<file path="config.mk">
export PLATFORM = sky130hd
export DESIGN_NAME = cpu_ctrl_seq
export DESIGN_NICKNAME = d
export VERILOG_FILES = /design/src/rtl/cpu_pkg.sv /design/src/rtl/cpu_ctrl_seq_cond_check.sv /design/src/rtl/cpu_ctrl_seq.sv
export SDC_FILE = /design/constraint.sdc
export NUM_CORES = 1
export LEC_CHECK = 0
export BUFFER_PORTS_ARGS = -buffer_cell sky130_fd_sc_hd__buf_4
export CAP_MARGIN = 20
export CORE_UTILIZATION = 40
export DETAILED_ROUTE_END_ITERATION = 8
export HOLD_SLACK_MARGIN = 0.15
export PLACE_DENSITY = 0.67
export SYNTH_ARGS = -nofsm -noshare
export SYNTH_HDL_FRONTEND = slang
export SYNTH_SLANG_ARGS = --single-unit
</file>
<file path="constraint.sdc">
create_clock -name clk -period 6.4 [get_ports clk]
set_clock_uncertainty 0.1 [all_clocks]
set_input_delay 0.64 -clock clk [delete_from_list [all_inputs] [get_ports clk]]
set_output_delay 0.64 -clock clk [all_outputs]
set_load 0.005 [all_outputs]
</file>
<file path="src/rtl/cpu_pkg.sv">
// Shared definitions for the lab CPU control sequencer: ALU op codes, FSM states,
// condition codes, flag positions and the instruction decoder.
package cpu_pkg;

  localparam logic [10:0] ALU_ADD  = 11'd0;
  localparam logic [10:0] ALU_ADDI = 11'd1;
  localparam logic [10:0] ALU_SUB  = 11'd2;
  localparam logic [10:0] ALU_AND  = 11'd3;
  localparam logic [10:0] ALU_ORR  = 11'd4;
  localparam logic [10:0] ALU_EOR  = 11'd5;
  localparam logic [10:0] ALU_MOV  = 11'd6;
  localparam logic [10:0] ALU_MVN  = 11'd7;
  localparam logic [10:0] ALU_CMP  = 11'd8;
  localparam logic [10:0] ALU_TST  = 11'd9;
  localparam logic [10:0] ALU_TEQ  = 11'd10;
  localparam logic [10:0] ALU_BIC  = 11'd11;
  localparam logic [10:0] ALU_B    = 11'd31;
  localparam logic [10:0] ALU_BL   = 11'd32;
  localparam logic [10:0] ALU_LDR  = 11'd41;
  localparam logic [10:0] ALU_STR  = 11'd42;

  typedef enum logic [2:0] {ST_FETCH, ST_DECODE, ST_EXECUTE, ST_MEM, ST_WRITEBACK} state_t;
  typedef enum logic [1:0] {CLS_DP, CLS_CMP, CLS_BR, CLS_LS} iclass_t;

  localparam logic [3:0] CC_EQ = 4'h0, CC_NE = 4'h1, CC_CS = 4'h2, CC_CC = 4'h3;
  localparam logic [3:0] CC_MI = 4'h4, CC_PL = 4'h5, CC_VS = 4'h6, CC_VC = 4'h7;
  localparam logic [3:0] CC_HI = 4'h8, CC_LS = 4'h9, CC_GE = 4'hA, CC_LT = 4'hB;
  localparam logic [3:0] CC_GT = 4'hC, CC_LE = 4'hD, CC_AL = 4'hE, CC_NV = 4'hF;

  localparam int FLAG_N = 3;
  localparam int FLAG_Z = 2;
  localparam int FLAG_C = 1;
  localparam int FLAG_V = 0;

  typedef struct packed {
    logic        illegal;
    iclass_t     cls;
    logic [10:0] alu_op;
    logic        use_imm;
    logic [31:0] imm;
    logic        set_flags;
    logic        is_load;
    logic        is_link;
  } dec_t;

  function automatic dec_t decode(input logic [31:0] ins);
    dec_t d;
    d = '0;
    case (ins[27:26])
      2'b00: begin
        d.cls       = CLS_DP;
        d.use_imm   = ins[25];
        d.imm       = ins[25] ? {20'd0, ins[11:0]} : 32'd0;
        d.set_flags = ins[20];
        case (ins[24:21])
          4'b0000: d.alu_op = ALU_AND;
          4'b0001: d.alu_op = ALU_EOR;
          4'b0010: d.alu_op = ALU_SUB;
          4'b0100: d.alu_op = ins[25] ? ALU_ADDI : ALU_ADD;
          4'b1000: begin d.alu_op = ALU_TST; d.cls = CLS_CMP; d.set_flags = 1'b1; end
          4'b1001: begin d.alu_op = ALU_TEQ; d.cls = CLS_CMP; d.set_flags = 1'b1; end
          4'b1010: begin d.alu_op = ALU_CMP; d.cls = CLS_CMP; d.set_flags = 1'b1; end
          4'b1100: d.alu_op = ALU_ORR;
          4'b1101: d.alu_op = ALU_MOV;
          4'b1110: d.alu_op = ALU_BIC;
          4'b1111: d.alu_op = ALU_MVN;
          default: d.illegal = 1'b1;
        endcase
      end
      2'b01: begin
        d.cls     = CLS_LS;
        d.use_imm = 1'b1;
        d.imm     = {20'd0, ins[11:0]};
        d.is_load = ins[20];
        d.alu_op  = ins[20] ? ALU_LDR : ALU_STR;
        d.illegal = !ins[23];
      end
      2'b10: begin
        if (ins[25]) begin
          d.cls     = CLS_BR;
          d.is_link = ins[24];
          d.alu_op  = ins[24] ? ALU_BL : ALU_B;
          d.imm     = {{6{ins[23]}}, ins[23:0], 2'b00};
        end else begin
          d.illegal = 1'b1;
        end
      end
      default: d.illegal = 1'b1;
    endcase
    return d;
  endfunction

endpackage

</file>
<file path="src/rtl/cpu_ctrl_seq_cond_check.sv">
// Combinational condition-field evaluator against the NZCV flags.
module cond_check
  import cpu_pkg::*;
(
  input  logic [3:0] cond,
  input  logic [3:0] nzcv,
  output logic       pass
);

  logic n, z, c, v;

  always_comb begin
    n = nzcv[FLAG_N];
    z = nzcv[FLAG_Z];
    c = nzcv[FLAG_C];
    v = nzcv[FLAG_V];
    pass = 1'b0;
    case (cond)
      CC_EQ: pass = z;
      CC_NE: pass = !z;
      CC_CS: pass = c;
      CC_CC: pass = !c;
      CC_MI: pass = n;
      CC_PL: pass = !n;
      CC_VS: pass = v;
      CC_VC: pass = !v;
      CC_HI: pass = c && !z;
      CC_LS: pass = !c || z;
      CC_GE: pass = (n == v);
      CC_LT: pass = (n != v);
      CC_GT: pass = !z && (n == v);
      CC_LE: pass = z || (n != v);
      CC_AL: pass = 1'b1;
      CC_NV: pass = 1'b0;
      default: pass = 1'b0;
    endcase
  end

endmodule

</file>
<file path="src/rtl/cpu_ctrl_seq.sv">
// Multi-cycle fetch/decode/execute sequencer: every output is a flop whose next value
// is computed alongside the next state, so each strobe lines up with the state it belongs to.
module cpu_ctrl_seq
  import cpu_pkg::*;
#(
  parameter int RA_W     = 4,
  parameter int LINK_REG = 14
) (
  input  logic            clk,
  input  logic            reset,
  input  logic [31:0]     instr,
  input  logic            instr_valid,
  input  logic [3:0]      alu_flags,
  input  logic            mem_ready,
  output logic            instr_req,
  output logic [10:0]     alu_ctl,
  output logic            use_imm,
  output logic [31:0]     imm,
  output logic [RA_W-1:0] rn_addr,
  output logic [RA_W-1:0] rm_addr,
  output logic [RA_W-1:0] rd_addr,
  output logic            reg_we,
  output logic            mem_re,
  output logic            mem_we,
  output logic            pc_en,
  output logic            branch_taken,
  output logic [31:0]     cpsr,
  output logic            illegal
);

  state_t          state_q, state_d;
  logic [31:0]     instr_q, instr_d;
  logic [3:0]      nzcv_q, nzcv_d;
  logic [10:0]     alu_ctl_q, alu_ctl_d;
  logic [31:0]     imm_q, imm_d;
  logic [RA_W-1:0] rn_q, rn_d, rm_q, rm_d, rd_q, rd_d;
  logic            use_imm_q, use_imm_d, instr_req_q, instr_req_d;
  logic            reg_we_q, reg_we_d, mem_re_q, mem_re_d, mem_we_q, mem_we_d;
  logic            pc_en_q, pc_en_d, taken_q, taken_d, illegal_q, illegal_d;

  // In FETCH the incoming word is decoded directly so DECODE-cycle strobes can be registered.
  logic [31:0] cur_instr;
  dec_t        dec;
  logic        cond_pass, skip;

  assign cur_instr = (state_q == ST_FETCH) ? instr : instr_q;
  assign dec       = decode(cur_instr);
  assign skip      = !cond_pass || dec.illegal;

  cond_check u_cond (
    .cond (cur_instr[31:28]),
    .nzcv (nzcv_q),
    .pass (cond_pass)
  );

  always_comb begin
    state_d   = state_q;
    instr_d   = instr_q;
    nzcv_d    = nzcv_q;
    imm_d     = imm_q;
    use_imm_d = use_imm_q;
    rn_d      = rn_q;
    rm_d      = rm_q;
    rd_d      = rd_q;
    alu_ctl_d = 11'd0;
    reg_we_d  = 1'b0;
    mem_re_d  = 1'b0;
    mem_we_d  = 1'b0;
    pc_en_d   = 1'b0;
    taken_d   = 1'b0;
    illegal_d = 1'b0;
    case (state_q)
      ST_FETCH: begin
        if (instr_valid) begin
          instr_d   = instr;
          use_imm_d = dec.use_imm;
          imm_d     = dec.imm;
          rn_d      = RA_W'(cur_instr[19:16]);
          rm_d      = RA_W'(cur_instr[3:0]);
          rd_d      = dec.is_link ? RA_W'(LINK_REG) : RA_W'(cur_instr[15:12]);
          pc_en_d   = skip;
          illegal_d = dec.illegal;
          state_d   = ST_DECODE;
        end
      end
      ST_DECODE: begin
        if (skip) begin
          state_d = ST_FETCH;
        end else begin
          state_d   = ST_EXECUTE;
          alu_ctl_d = dec.alu_op;
          if (dec.cls == CLS_BR) begin
            pc_en_d  = 1'b1;
            taken_d  = 1'b1;
            reg_we_d = dec.is_link;
          end else if (dec.cls == CLS_CMP) begin
            pc_en_d = 1'b1;
          end
        end
      end
      ST_EXECUTE: begin
        if (dec.set_flags) nzcv_d = alu_flags;
        case (dec.cls)
          CLS_DP: begin
            state_d  = ST_WRITEBACK;
            reg_we_d = 1'b1;
            pc_en_d  = 1'b1;
          end
          CLS_LS: begin
            state_d   = ST_MEM;
            alu_ctl_d = dec.alu_op;
            mem_re_d  = dec.is_load;
            mem_we_d  = !dec.is_load;
          end
          default: state_d = ST_FETCH;
        endcase
      end
      ST_MEM: begin
        if (mem_ready) begin
          pc_en_d  = 1'b1;
          reg_we_d = dec.is_load;
          state_d  = dec.is_load ? ST_WRITEBACK : ST_FETCH;
        end else begin
          alu_ctl_d = dec.alu_op;
          mem_re_d  = dec.is_load;
          mem_we_d  = !dec.is_load;
        end
      end
      ST_WRITEBACK: state_d = ST_FETCH;
      default:      state_d = ST_FETCH;
    endcase
    instr_req_d = (state_d == ST_FETCH);
  end

  always_ff @(posedge clk) begin
    if (reset) begin
      state_q     <= ST_FETCH;
      instr_q     <= '0;
      nzcv_q      <= '0;
      imm_q       <= '0;
      use_imm_q   <= 1'b0;
      rn_q        <= '0;
      rm_q        <= '0;
      rd_q        <= '0;
      alu_ctl_q   <= '0;
      instr_req_q <= 1'b0;
      reg_we_q    <= 1'b0;
      mem_re_q    <= 1'b0;
      mem_we_q    <= 1'b0;
      pc_en_q     <= 1'b0;
      taken_q     <= 1'b0;
      illegal_q   <= 1'b0;
    end else begin
      state_q     <= state_d;
      instr_q     <= instr_d;
      nzcv_q      <= nzcv_d;
      imm_q       <= imm_d;
      use_imm_q   <= use_imm_d;
      rn_q        <= rn_d;
      rm_q        <= rm_d;
      rd_q        <= rd_d;
      alu_ctl_q   <= alu_ctl_d;
      instr_req_q <= instr_req_d;
      reg_we_q    <= reg_we_d;
      mem_re_q    <= mem_re_d;
      mem_we_q    <= mem_we_d;
      pc_en_q     <= pc_en_d;
      taken_q     <= taken_d;
      illegal_q   <= illegal_d;
    end
  end

  assign instr_req    = instr_req_q;
  assign alu_ctl      = alu_ctl_q;
  assign use_imm      = use_imm_q;
  assign imm          = imm_q;
  assign rn_addr      = rn_q;
  assign rm_addr      = rm_q;
  assign rd_addr      = rd_q;
  assign reg_we       = reg_we_q;
  assign mem_re       = mem_re_q;
  assign mem_we       = mem_we_q;
  assign pc_en        = pc_en_q;
  assign branch_taken = taken_q;
  assign cpsr         = {nzcv_q, 28'd0};
  assign illegal      = illegal_q;

endmodule

</file>
== Word-level counts from Yosys, hierarchy flattened ==
Cells that the tools add are included.

* Add/subtract/negate cells: 0
* Multipliers: 0
* Divide/modulo/power cells: 0
* Magnitude comparators: 0
* Equal/unequal tests: 35
* Shift operators: 0
* Mux-type cells: 50
* Bitwise logic cells: 3
* Reduce and logical (&&, ||, !) cells: 24

{| class="wikitable"
|+ Operator list
! operator !! number
|-
| 32-bit case mux with 3 select lines || 1
|-
| 32-bit 2-to-1 mux || 2
|-
| 4-bit == test (second input constant) || 15
|-
| 4-bit case mux with 11 select lines || 1
|-
| 13-bit case mux with 3 select lines || 1
|-
| 11-bit 2-to-1 mux || 3
|-
| 11-bit case mux with 3 select lines || 1
|-
| 1-bit 2-to-1 mux || 23
|-
| 4-bit by 3-bit == test with 1-bit output (second input constant) || 5
|-
| 1-bit case mux with 16 select lines || 1
|-
| 13-bit 2-to-1 mux || 1
|-
| 4-bit by 2-bit == test with 1-bit output (second input constant) || 3
|-
| 12-bit 2-to-1 mux || 1
|-
| 3-bit case mux with 4 select lines || 1
|-
| 11-bit OR reduction || 1
|-
| 3-bit 2-to-1 mux || 3
|-
| 3-bit OR reduction || 3
|-
| 4-bit by 1-bit == test with 1-bit output (second input constant) || 2
|-
| 4-bit zero test || 2
|-
| 1-bit zero test || 7
|-
| 2-bit == test (second input constant) || 3
|-
| 3-bit by 2-bit == test with 1-bit output (second input constant) || 2
|-
| 3-bit zero test || 2
|-
| 6-bit 2-to-1 mux || 1
|-
| other kinds (15) || 27
|}

* Register bits after elaboration: 102
* Latch bits: 0
* Memory bits (writable): 0
* Memory bits (read-only): 0
* Output and inout bits: 95
* Logic and storage cells: 128
* Memories: 0

== Depth between registers and ports, before layout ==
Gate-level depths: netlist of the first run.

* Depth after elaboration: 11
* Depth in mapped cells: 13
* Mapped depth without buffers: 11

== By module ==
From an unflattened synthesis of the first run, not the netlist that was laid out.

* Cells, all modules: 473
* Area total of the unflattened synthesis: 3,752.3 sq um

{| class="wikitable"
|+ By module, submodules not included
! module !! instances !! cells an instance !! area each (sq um) !! sequential area each (sq um)
|-
| cpu_ctrl_seq || 1 || 450 || 3,597.2 || 1,421.4
|-
| cond_check || 1 || 23 || 155.1 || 0.0
|}

== Least setup slack after synthesis of the first run ==
OpenSTA, ideal clock, no wires.

* Path type: register to register
* Start point: register state_q[1]
* End point: register alu_ctl_q[0] (netlist: alu_ctl[0])
* Arrival time: 2.589 ns
* Path slack: 3.580 ns
* Cell stages (with the launch flop): 12
* Cell sequence: dfxtp_1 -> nor3_4 -> buf_2 -> mux2i_1 -> nor2_1 -> nor2_1 -> inv_1 -> ha_1 -> o21ai_0 -> inv_1 -> a41oi_2 -> nor3b_1

* Cells in the longest elaborated chain, start to end: 9

{| class="wikitable"
|+ Ends and longest elaborated chain
! what !! RTL line !! text
|-
| start: declaration || cpu_ctrl_seq.sv:31 || <nowiki>state_t state_q, state_d;</nowiki>
|-
| start signal: assignment || cpu_ctrl_seq.sv:154 || <nowiki>state_q <= state_d;</nowiki>
|-
| 3-bit zero test || cpu_ctrl_seq.sv:46 || <nowiki>assign cur_instr = (state_q == ST_FETCH) ? instr : instr_q;</nowiki>
|-
| 32-bit 2-to-1 mux || cpu_ctrl_seq.sv:46 ||
|-
| 4-bit == test, or another cell as far along || cpu_pkg.sv:55 || <nowiki>case (ins[24:21])</nowiki>
|-
| 3-bit OR reduction (no line) / 11-bit OR reduction (equally long branches) || -- ||
|-
| 1-bit 2-to-1 mux || cpu_pkg.sv:55 ||
|-
| 13-bit case mux with 3 select lines / 1-bit case mux with 3 select lines (equally long branches) || cpu_pkg.sv:49 || <nowiki>case (ins[27:26])</nowiki>
|-
| 2-bit == test / 1-bit logical OR (equally long branches) || cpu_ctrl_seq.sv:103, cpu_ctrl_seq.sv:48 ||
|-
| 11-bit 2-to-1 mux (on tied branches) || cpu_ctrl_seq.sv:103, cpu_ctrl_seq.sv:87 ||
|-
| 11-bit case mux with 3 select lines (*) || cpu_ctrl_seq.sv:72 || <nowiki>case (state_q)</nowiki>
|-
| end signal: assignment || cpu_ctrl_seq.sv:162 || <nowiki>alu_ctl_q <= alu_ctl_d;</nowiki>
|-
| end: declaration || cpu_ctrl_seq.sv:34 || <nowiki>logic [10:0] alu_ctl_q, alu_ctl_d;</nowiki>
|}

Every way passes the cells marked *; elsewhere a longest branch is shown, timed or not.
A chain may end at the register's enable or synchronous reset.

== Worst setup path after layout of the first run ==
* Start point: register state_q[0]
* End point: register alu_ctl_q[1] (netlist: alu_ctl[1])

The elaborated chain is that of the path after synthesis.

==> impl_metrics.csv, run 1 <==
group,metric,value,unit
grt,antenna_found_initial,0,
hold_path,hold_path_class,"reg -> reg",
route,wl_per_cell,14.8,um
route,vias_per_cell,5.33,
synthesis,synth_area,0.00371,mm2
critical_path,startpoint_type,"register",
route,ant_nets,0,
route,route.final.wire_length,9590,um
synthesis,synth_area_leaders,"dfxtp_1 38%, buf_4 8.1%, nand2_1 7.5%, a21oi_1 6.1%, nor2_1 4.4%",
floorplan,rows,34,
power_and_ir_drop,power_per_cell_area,237,mW/mm2
clocking,clockBufferDepth,2,
finish,final_cell_mix,"102 x buf_4, 74 x nand2_1, 71 x dfxtp_1",
grt,grt_max_degree,61,
synthesis,synth_ff_type,"dfxtp_1",
placement,io_buffer_count,101,
finish,multi_input_area,0.00194,mm2
sta,finalMaxSlewViolations,0,
route,drcViolationCount,10,
synthesis,ys_warn_count,0,
critical_path,critPathCaptureType,"register",
clocking,clk_pin_slew,80,ps
grt,grt_overflow,0,
job,cap_violations,0,
synthesis,synth_cells,468,
clocking,clk-insertion-delay-late,350,ps
clocking,post_cts_buffers,0,
placement,place.gp.congestion,0.929,
sta,hold_viol,0,
synthesis,async_reset_ff_frac,0,
power_and_ir_drop,p_leak,2.02,nW
sta,tightestPinTransition,1110,ps
finish,regArea,0.00142,mm2
clocking,cts_hold_buf,0,
finish,fillCellCount,884,
sta,setup_ws,2650,ps
sta,period_needed,3750,ps
clocking,cts_made_buffers,9,
floorplan,dieArea,0.00965,mm2
sta,setup_viol,0,
placement,place_ws,2700,ps
sta,slew_headroom,0.261,
floorplan,fp.dieH,98.3,um
route,vias,3459,
finish,finalNetCount,580,
synthesis,synth_cell_types,55,
synthesis,synth_edf_count,0,
sta,fin_crit_sh,0.586,
critical_path,cp.arrival,3870,ps
finish,n_antenna_cell,0,
critical_path,cp_max_fo,26,
placement,place_inst,633,
outcome,violations,"design-rule violations",
synthesis,ys_ff_latch,71,
critical_path,r2r_slack,2650,ps
grt,track_usage,0.205,
synthesis,synth_area_leader_cell,"dfxtp_1",
finish,area_growth,21.0,%
clocking,numClockSinks,71,
floorplan,initial_core_util,0.419,
synthesis,ys_seq_area_frac,0.384,
synthesis,syn_area_per_cell,7.92,um2
route,drt-initial-drc-count,178,
sta,tns,0,ps
finish,final_common_cell,"buf_4",
outcome,outcome,"finished with violations",
sta,timing.fmax,267,MHz
clocking,root_buffer,"clkbuf_8",
power_and_ir_drop,ir_worst_vdd,0.000133,V
floorplan,die_x,98.3,um
sta,rsz0062_at_grt,"no",
critical_path,cp.required,6520,ps
grt,grt_pass1_wl,15900,um
grt,grt_pass1_vias,3377,
floorplan,ios,135,
clocking,ctsHtreeMaxLevel,3,
synthesis,synth_top_area_share,0.384,
finish,layout-drive-gt1-share,0.238,
placement,dp_hpwl,6750,um
route,drt-pass1-iter-count,9,
clocking,cts_tree,"yes",
critical_path,path_class,"reg -> reg",
floorplan,coreArea,0.00885,mm2
clocking,cts_resized,0,
finish,fin_cells,649,
-- flip-flops by register name (all words and copies together), names as in the netlist --
name,cells
mem_we,1
instr_req,1
mem_re,1
pc_en,1
reg_we,1
state_q,3
instr_q,12
use_imm,1
nzcv_q,4
alu_ctl,6
illegal,1
rd_addr,4
branch_taken,1
imm,26
rn_addr,4
rm_addr,4
-- where the power goes --
| part | switching (mW) | leakage [nW] | internal, mW |
|---|---|---|---|
| registers | 0.0198 | 0.580 | 0.466 |
| logic | 0.128 | 1.35 | 0.0930 |
| clock network | 0.177 | 0.0956 | 0.180 |
-- Yosys cell counts, types with 4 or more instances --
cell	n
nand2_1	74
dfxtp_1	71
a21oi_1	45
nor2_1	43
buf_4	40
clkbuf_1	26
nor3_1	19
nand3_1	16
mux2i_1	15
a221oi_1	11
a211oi_1	8
buf_1	7
inv_1	7
nor3b_1	6
a31oi_1	5
o21ai_0	5
and2_1	4
buf_2	4
ha_1	4
nor4_1	4
xor2_1	4
-- cell type report --
type                            count  area share
Clock buffer                        9      0.0276
Timing Repair Buffer              102       0.171
Sequential cell                    71       0.317
Tap cell                          108      0.0301
Multi-Input combinational cell    345       0.432
Inverter                            7     0.00586
Clock inverter                      7      0.0162
-- metal layers --
layer	track usage	part of all wire	routed length, um	up-vias
li1	-	-	-	1691
met1	0.232	0.41	3910	1594
met2	0.355	0.48	4630	163
met3	0.0802	0.099	950	11
met4	0.0631	0.0099	95	0
met5	0	0	0	-
-- critical path, cell delays in order (launching register included) --
cell and delay (ps):
dfxtp_1 460, nor3_4 940, o21ai_2 540, nor2_1 330, inv_1 100, ha_1 180
o21ai_0 380, inv_1 130, a41oi_2 350, nor3b_1 120
-- metrics by stage --
step	hold slack (ps)	cell area, um2	utilization	power (mW)
after floorplan	348	3830	-	0.648
after global placement	339	4290	0.485	0.709
after detailed placement	346	4290	0.485	0.714
after CTS	360	4480	0.507	1.07
after global routing	378	4480	0.507	1.12
final	357	4480	0.507	1.06
-- path summary, 6_finish.rpt --
check	cells past startpoint	start	endpoint
hold / removal	2	imm[24]$_SDFFE_PP0P_	imm[24]$_SDFFE_PP0P_
setup reg to reg	9	state_q[0]$_SDFF_PP0_	alu_ctl[1]$_SDFF_PP0_
hold reg to reg	2	imm[24]$_SDFFE_PP0P_	imm[24]$_SDFFE_PP0P_
setup / recovery	9	state_q[0]$_SDFF_PP0_	alu_ctl[1]$_SDFF_PP0_
-- logic make-up after synthesis --
| group | share of synthesized area |
|---|---|
| other | 0.00101 |
| XOR/XNOR | 0.0230 |
| flip-flops | 0.384 |
| multiplexers | 0.0496 |
| buffers and inverters | 0.127 |
| AND/OR/NAND/NOR | 0.237 |
| adder cells (fa/ha/maj) | 0.0135 |
| AO/OA/AOI/OAI | 0.165 |
Note: power is estimated with default switching activity, not from simulation.
==> run 2: changes to the inputs <==
--- a/config.mk
+++ b/config.mk
@@ -5,12 +5,13 @@
 export SDC_FILE = /design/constraint.sdc
 export NUM_CORES = 1
 export LEC_CHECK = 0
+export ABC_AREA = 1
 export BUFFER_PORTS_ARGS = -buffer_cell sky130_fd_sc_hd__buf_4
 export CAP_MARGIN = 20
 export CORE_UTILIZATION = 40
 export DETAILED_ROUTE_END_ITERATION = 8
 export HOLD_SLACK_MARGIN = 0.15
-export PLACE_DENSITY = 0.67
+export PLACE_DENSITY = 0.65
 export SYNTH_ARGS = -nofsm -noshare
 export SYNTH_HDL_FRONTEND = slang
 export SYNTH_SLANG_ARGS = --single-unit
==> constraint.sdc (replaced) <==
create_clock -name clk -period 3.8 [get_ports clk]
set_clock_uncertainty 0.1 [all_clocks]
set_input_delay 0.38 -clock clk [delete_from_list [all_inputs] [get_ports clk]]
set_output_delay 0.38 -clock clk [all_outputs]
set_load 0.005 [all_outputs]
==> run 2 against run 1 <==
  * The run now ends clean
  * Hold slack worse by 180 ps
  * Combinational power up 79%
  * Via count up 12%
  * Cell area is 12% higher
==> impl_metrics.csv, run 2 <==
group,metric,value,unit
synthesis,synth_top_area_share,0.396,
clocking,numClockSinks,82,
critical_path,worst_path_most_repeated_cell,"nand2_1",
synthesis,synth_ff_type,"dfxtp_1",
critical_path,critPathCaptureType,"register",
route,route.final.wire_length,10400,um
grt,antenna_found_initial,0,
power_and_ir_drop,ir_worst_vdd,0.000231,V
finish,finalNetCount,706,
synthesis,yosysMostFrequentCell,"nand2_1",
clocking,cts_made_buffers,9,
route,vias_per_cell,4.83,
finish,final_common_cell,"nand2_1",
synthesis,synth_cell_types,43,
outcome,outcome,"complete, no violations",
placement,place_ws,676,ps
grt,grt_pass1_vias,3608,
synthesis,ys_warn_count,0,
power_and_ir_drop,power_per_cell_area,405,mW/mm2
sta,slew_headroom,0.558,
floorplan,ios,135,
floorplan,die_x,104,um
floorplan,initial_core_util,0.418,
route,vias,3867,
clocking,clk-insertion-delay-late,360,ps
clocking,cts_hold_buf,0,
floorplan,fp.dieH,104,um
floorplan,dieArea,0.0108,mm2
sta,tns,0,ps
critical_path,cp_max_fo,41,
grt,track_usage,0.201,
power_and_ir_drop,finalPower,2.04,mW
route,wl_per_cell,13.0,um
finish,final_cell_mix,"127 x nand2_1, 104 x buf_4, 82 x dfxtp_1",
critical_path,cp.required,3940,ps
finish,final_cell_area,0.00503,mm2
critical_path,critPathSlowestCell,"nand2_1",
power_and_ir_drop,p_leak,2.35,nW
critical_path,path_class,"reg -> reg",
synthesis,ys_seq_area_frac,0.396,
synthesis,synth_area,0.00415,mm2
clocking,cts_tree,"yes",
synthesis,synth_area_leaders,"dfxtp_1 40%, nand2_1 12%, buf_4 7.1%, nand3_1 5.7%, a21oi_1 5.6%",
synthesis,async_reset_ff_frac,0,
placement,dp_hpwl,7470,um
placement,place.gp.congestion,0.952,
clocking,cts_resized,0,
route,drt-initial-drc-count,221,
hold_path,hold_path_class,"in -> reg",
sta,timing.fmax,317,MHz
sta,finalMaxSlewViolations,0,
floorplan,coreArea,0.00991,mm2
critical_path,crit_chain,"nor2_4 -> nand2_4 -> inv_1 -> nand2_1 -> nand2_4 -> nor2_2 -> nand2_1 -> nand2_1 -> ha_1 -> a22oi_1 -> nand2_2 -> and3_1",
synthesis,synth_edf_count,0,
finish,n_antenna_cell,0,
critical_path,startpoint_type,"register",
sta,setup_ws,645,ps
synthesis,syn_area_per_cell,7.15,um2
finish,area_growth,21.3,%
sta,tightestPinTransition,662,ps
job,cap_violations,0,
grt,grt_pass1_wl,17500,um
synthesis,synthTopCellsByCount,"128 x nand2_1, 82 x dfxtp_1, 57 x inv_1, 47 x nand3_1, 46 x a21oi_1",
clocking,post_cts_buffers,0,
clocking,clockBufferDepth,2,
clocking,clk_pin_slew,80,ps
sta,hold_viol,0,
grt,grt_max_degree,67,
synthesis,synth_cells,580,
synthesis,synth_area_leader_cell,"dfxtp_1",
route,drcViolationCount,0,
clocking,root_buffer,"clkbuf_8",
route,ant_nets,0,
finish,largest_reg_flops,26,
sta,setup_viol,0,
grt,grt_overflow,0,
placement,detailed_place.area,0.00480,mm2
sta,period_needed,3150,ps
finish,layout-drive-gt1-share,0.234,
clocking,ctsHtreeMaxLevel,3,
finish,fillCellCount,1013,
sta,fin_crit_sh,0.830,
sta,rsz0062_at_grt,"no",
critical_path,critPathMaxStageDelay,390,ps
synthesis,ys_ff_latch,82,
floorplan,rows,36,
route,drt-pass1-iter-count,5,
placement,io_buffer_count,101,
critical_path,cp.arrival,3300,ps
==> run 2: cells by family (layout without fill, tap and decap cells) <==
family | after synthesis | count (layout) | synth area share
other | 1 | 33 | 0.000905
AND/OR/NAND/NOR | 248 | 248 | 0.272
buffers and inverters | 130 | 185 | 0.159
flip-flops | 82 | 82 | 0.396
adder cells (fa/ha/maj) | 4 | 4 | 0.0121
XOR/XNOR | 1 | 1 | 0.00211
AO/OA/AOI/OAI | 114 | 114 | 0.158
==> run 2: final cells by class <==
type                    count  area, um2  area share
inverters                  65        244      0.0485
clock inverters             5       86.3      0.0172
flip-flops and latches     82       1640       0.326
repair buffers            104        781       0.155
multi-input cells         400       1970       0.391
clock buffers              11        141      0.0281
well taps                 133        166      0.0331
==> run 2: layer usage <==
metal,global-route usage,vias up,wire [um]
li1,-,1969,-
met4,0.0776,0,215
met1,0.248,1738,4510
met5,0,-,0
met2,0.330,141,4960
met3,0.0560,19,740
==> run 2: power by group <==
part	switching [mW]	leakage, nW	internal [mW]
clock	0.320	0.114	0.393
combinational	0.252	1.57	0.143
sequential	0.0236	0.669	0.903
==> run 2: metrics by stage <==
stage / std cells / utilization / hold slack, ps
floorplan: 612 / - / 330
global route: 800 / 0.507 / 170
global placement: 784 / 0.484 / 339
finish: 800 / 0.507 / 173
CTS: 800 / 0.507 / 161
detailed placement: 784 / 0.484 / 346
==> run 2: worst paths after layout <==
| check | startpoint | endpoint | slack, ps | cells past startpoint |
|---|---|---|---|---|
| worst min register to register | instr_q[27]$_SDFFE_PP0P_ | instr_q[27]$_SDFFE_PP0P_ | 360 | 2 |
| worst max register to register | state_q[1]$_SDFF_PP0_ | alu_ctl[2]$_SDFF_PP0_ | 650 | 12 |
| worst min-delay path | instr[5] | instr_q[5]$_SDFFE_PP0P_ | 170 | 3 |
| worst max-delay path | state_q[1]$_SDFF_PP0_ | alu_ctl[2]$_SDFF_PP0_ | 650 | 12 |
==> run 2: worst max-delay path, delay by kind of cell, from the launching register on <==
| kind | cells | cell delay (ps) |
|---|---|---|
| and+or+nand+nor | 9 | 1740 |
| DFF | 1 | 350 |
| AOI/OAI and AO/OA | 1 | 350 |
| buffers and inverters | 1 | 260 |
| adders and majority gates | 1 | 230 |
==> run 3: changes to the inputs <==
--- a/config.mk
+++ b/config.mk
@@ -5,13 +5,13 @@
 export SDC_FILE = /design/constraint.sdc
 export NUM_CORES = 1
 export LEC_CHECK = 0
-export ABC_AREA = 1
+export ABC_AREA = 0
 export BUFFER_PORTS_ARGS = -buffer_cell sky130_fd_sc_hd__buf_4
 export CAP_MARGIN = 20
 export CORE_UTILIZATION = 40
 export DETAILED_ROUTE_END_ITERATION = 8
 export HOLD_SLACK_MARGIN = 0.15
-export PLACE_DENSITY = 0.65
+export PLACE_DENSITY = 0.69
 export SYNTH_ARGS = -nofsm -noshare
 export SYNTH_HDL_FRONTEND = slang
 export SYNTH_SLANG_ARGS = --single-unit
==> constraint.sdc (replaced) <==
create_clock -name clk -period 2.6 [get_ports clk]
set_clock_uncertainty 0.1 [all_clocks]
set_input_delay 0.26 -clock clk [delete_from_list [all_inputs] [get_ports clk]]
set_output_delay 0.26 -clock clk [all_outputs]
set_load 0.005 [all_outputs]
==> run 3 against run 2 <==
  * The flow now finishes with violations (design-rule violations)
  * Sequential power rose by 28%
  * First-iteration DRC count rose by 9.0%
  * Wire length rose by 2.0%
  * Largest power group unchanged
  * Register-to-register slack got worse by 600 ps
  * Non-clock buffer count rose by 60
  * Clock-buffer cell count fell by 2
  * Maximum frequency rose by 24%
  * Hold slack got worse by 2.5 ps
  * Core utilization rose by 7.3 points
==> impl_metrics.csv, run 3 (synthesized netlist as in run 1, its figures left out) <==
group,metric,value,unit
critical_path,cp.arrival,2720,ps
finish,n_antenna_cell,0,
critical_path,rr_worst_depth,8,
finish,fin_util,0.580,
job,cap_violations,0,
route,vias,3728,
sta,slew_headroom,0.582,
route,drt-initial-drc-count,241,
critical_path,crit_family,"compound AO/OA/AOI/OAI gates",
floorplan,dieArea,0.00965,mm2
hold_path,holdPathStages,3,
outcome,violations,"design-rule violations",
grt,antenna_found_initial,0,
route,route.final.wire_length,10600,um
critical_path,cp.required,2770,ps
clocking,clk-insertion-delay-late,360,ps
placement,dp_hpwl,7030,um
sta,timing.fmax,392,MHz
grt,grt_pass1_vias,3567,
clocking,numClockSinks,71,
finish,fillCellCount,806,
placement,place.gp.congestion,0.968,
critical_path,worst-path-stages,8,
critical_path,crit_chain,"nor3_4 -> buf_4 -> mux2_2 -> a311o_1 -> o31a_1 -> a211o_1 -> and4_4 -> nor4_2",
finish,final_cell_mix,"123 x buf_4, 74 x nand2_1, 70 x dfxtp_1",
power_and_ir_drop,p_leak,2.31,nW
route,drt-pass1-iter-count,7,
sta,tightestPinTransition,627,ps
sta,period_needed,2550,ps
finish,final_common_cell,"buf_4",
grt,grt_max_degree,60,
critical_path,cp_max_fo,5,
outcome,outcome,"finished with violations",
grt,track_usage,0.222,
route,ant_nets,0,
finish,largest_reg_flops,26,
floorplan,die_x,98.3,um
clocking,cts_tree,"yes",
critical_path,critPathMaxStageDelay,370,ps
sta,fin_crit_sh,0.982,
power_and_ir_drop,power_per_cell_area,525,mW/mm2
finish,layout-drive-gt1-share,0.274,
critical_path,critPathCaptureType,"register",
route,drcViolationCount,7,
power_and_ir_drop,internal_power,1.84,mW
hold_path,hold_path_class,"in -> reg",
clocking,ctsHtreeMaxLevel,3,
sta,tns,0,ps
route,wl_per_cell,15.0,um
floorplan,ios,135,
floorplan,initial_core_util,0.419,
critical_path,critPathSlowestCell,"dfxtp_4",
sta,hold_viol,0,
clocking,clockBufferDepth,2,
clocking,cts_made_buffers,9,
critical_path,startpoint_type,"register",
route,vias_per_cell,5.24,
floorplan,fp.dieH,98.3,um
placement,io_buffer_count,101,
power_and_ir_drop,swShare,0.319,
floorplan,rows,34,
grt,grt_overflow,0,
floorplan,coreArea,0.00885,mm2
power_and_ir_drop,p_comb_frac,0.256,
sta,finalMaxSlewViolations,0,
critical_path,crit_buf_inv,1,
critical_path,path_class,"reg -> reg",
sta,setup_viol,0,
power_and_ir_drop,ir_worst_vdd,0.000369,V
power_and_ir_drop,clkPwrFrac,0.301,
grt,grt_pass1_wl,17200,um
finish,area_growth,38.6,%
power_and_ir_drop,p_seq_frac,0.442,
clocking,root_buffer,"clkbuf_8",
finish,finalNetCount,642,
power_and_ir_drop,power_switching,860,uW
clocking,clk_pin_slew,90,ps
==> run 3: worst paths after layout <==
kind / from / to / slack [ps]
hold / removal: instr_valid / imm[23]$_SDFFE_PP0P_ / 170
hold reg to reg: imm[17]$_SDFFE_PP0P_ / imm[17]$_SDFFE_PP0P_ / 350
setup reg to reg: state_q[0]$_SDFF_PP0_ / instr_req$_SDFF_PP0_ / 50
setup / recovery: state_q[0]$_SDFF_PP0_ / instr_req$_SDFF_PP0_ / 50
==> run 3: final cells by class <==
type	instances	area [um2]	share of cell area
clock buffers	9	124	0.0241
multi-input cells	345	1990	0.387
clock inverters	7	56.3	0.0110
well taps	108	135	0.0263
inverters	7	26.3	0.00512
flip-flops and latches	71	1430	0.278
repair buffers	164	1380	0.269
==> run 3: through the flow <==
| step | power (mW) | setup WS, ps | instances | instance area (um2) | hold slack (ps) |
|---|---|---|---|---|---|
| after floorplan | 1.60 | 23.6 | 500 | 3840 | 296 |
| after global placement | 1.80 | 82.3 | 651 | 4470 | 339 |
| after detailed placement | 1.81 | 15.6 | 651 | 4470 | 343 |
| after CTS | 2.67 | 26.3 | 703 | 5020 | 154 |
| after global routing | 2.85 | -56.7 | 711 | 5130 | 168 |
| final | 2.70 | 47.0 | 711 | 5130 | 170 |
==> run 3: worst reg2reg max path, cell delays in order, from the launching register on <==
cell and delay [ps]:
dfxtp_4 370, nor3_4 200, buf_4 150, mux2_2 320, a311o_1 310, o31a_1 240, a211o_1 320, and4_4 230
nor4_2 220
==> run 3: what timing repair did <==
item / in CTS / in global routing
hold buffers: 36 / 0
setup buffers: 0 / 7
pin swaps: 0 / 6
endpoints found under the setup margin: 4 / 11
endpoints found under the hold margin: 48 / 0
gates cloned: 0 / 1
gates resized for setup: 1 / 11
==> run 3: power by group through the flow <==
| stage | clock network [mW] | registers (mW) | logic [mW] |
|---|---|---|---|
| final | 0.812 | 1.19 | 0.691 |
| after global placement | 0 | 1.22 | 0.585 |
| after CTS | 0.837 | 1.19 | 0.641 |
| after global routing | 0.889 | 1.20 | 0.757 |
| after detailed placement | 0 | 1.22 | 0.592 |
| after floorplan | 0 | 1.21 | 0.392 |
==> run 3: per-layer routing <==
layer  wire [um]  vias to the layer above  GRT usage
li1            -                     1815          -
met1        4420                     1728      0.264
met2        5170                      172      0.385
met3         932                       13     0.0744
met4         110                        0     0.0540
met5           0                        -          0
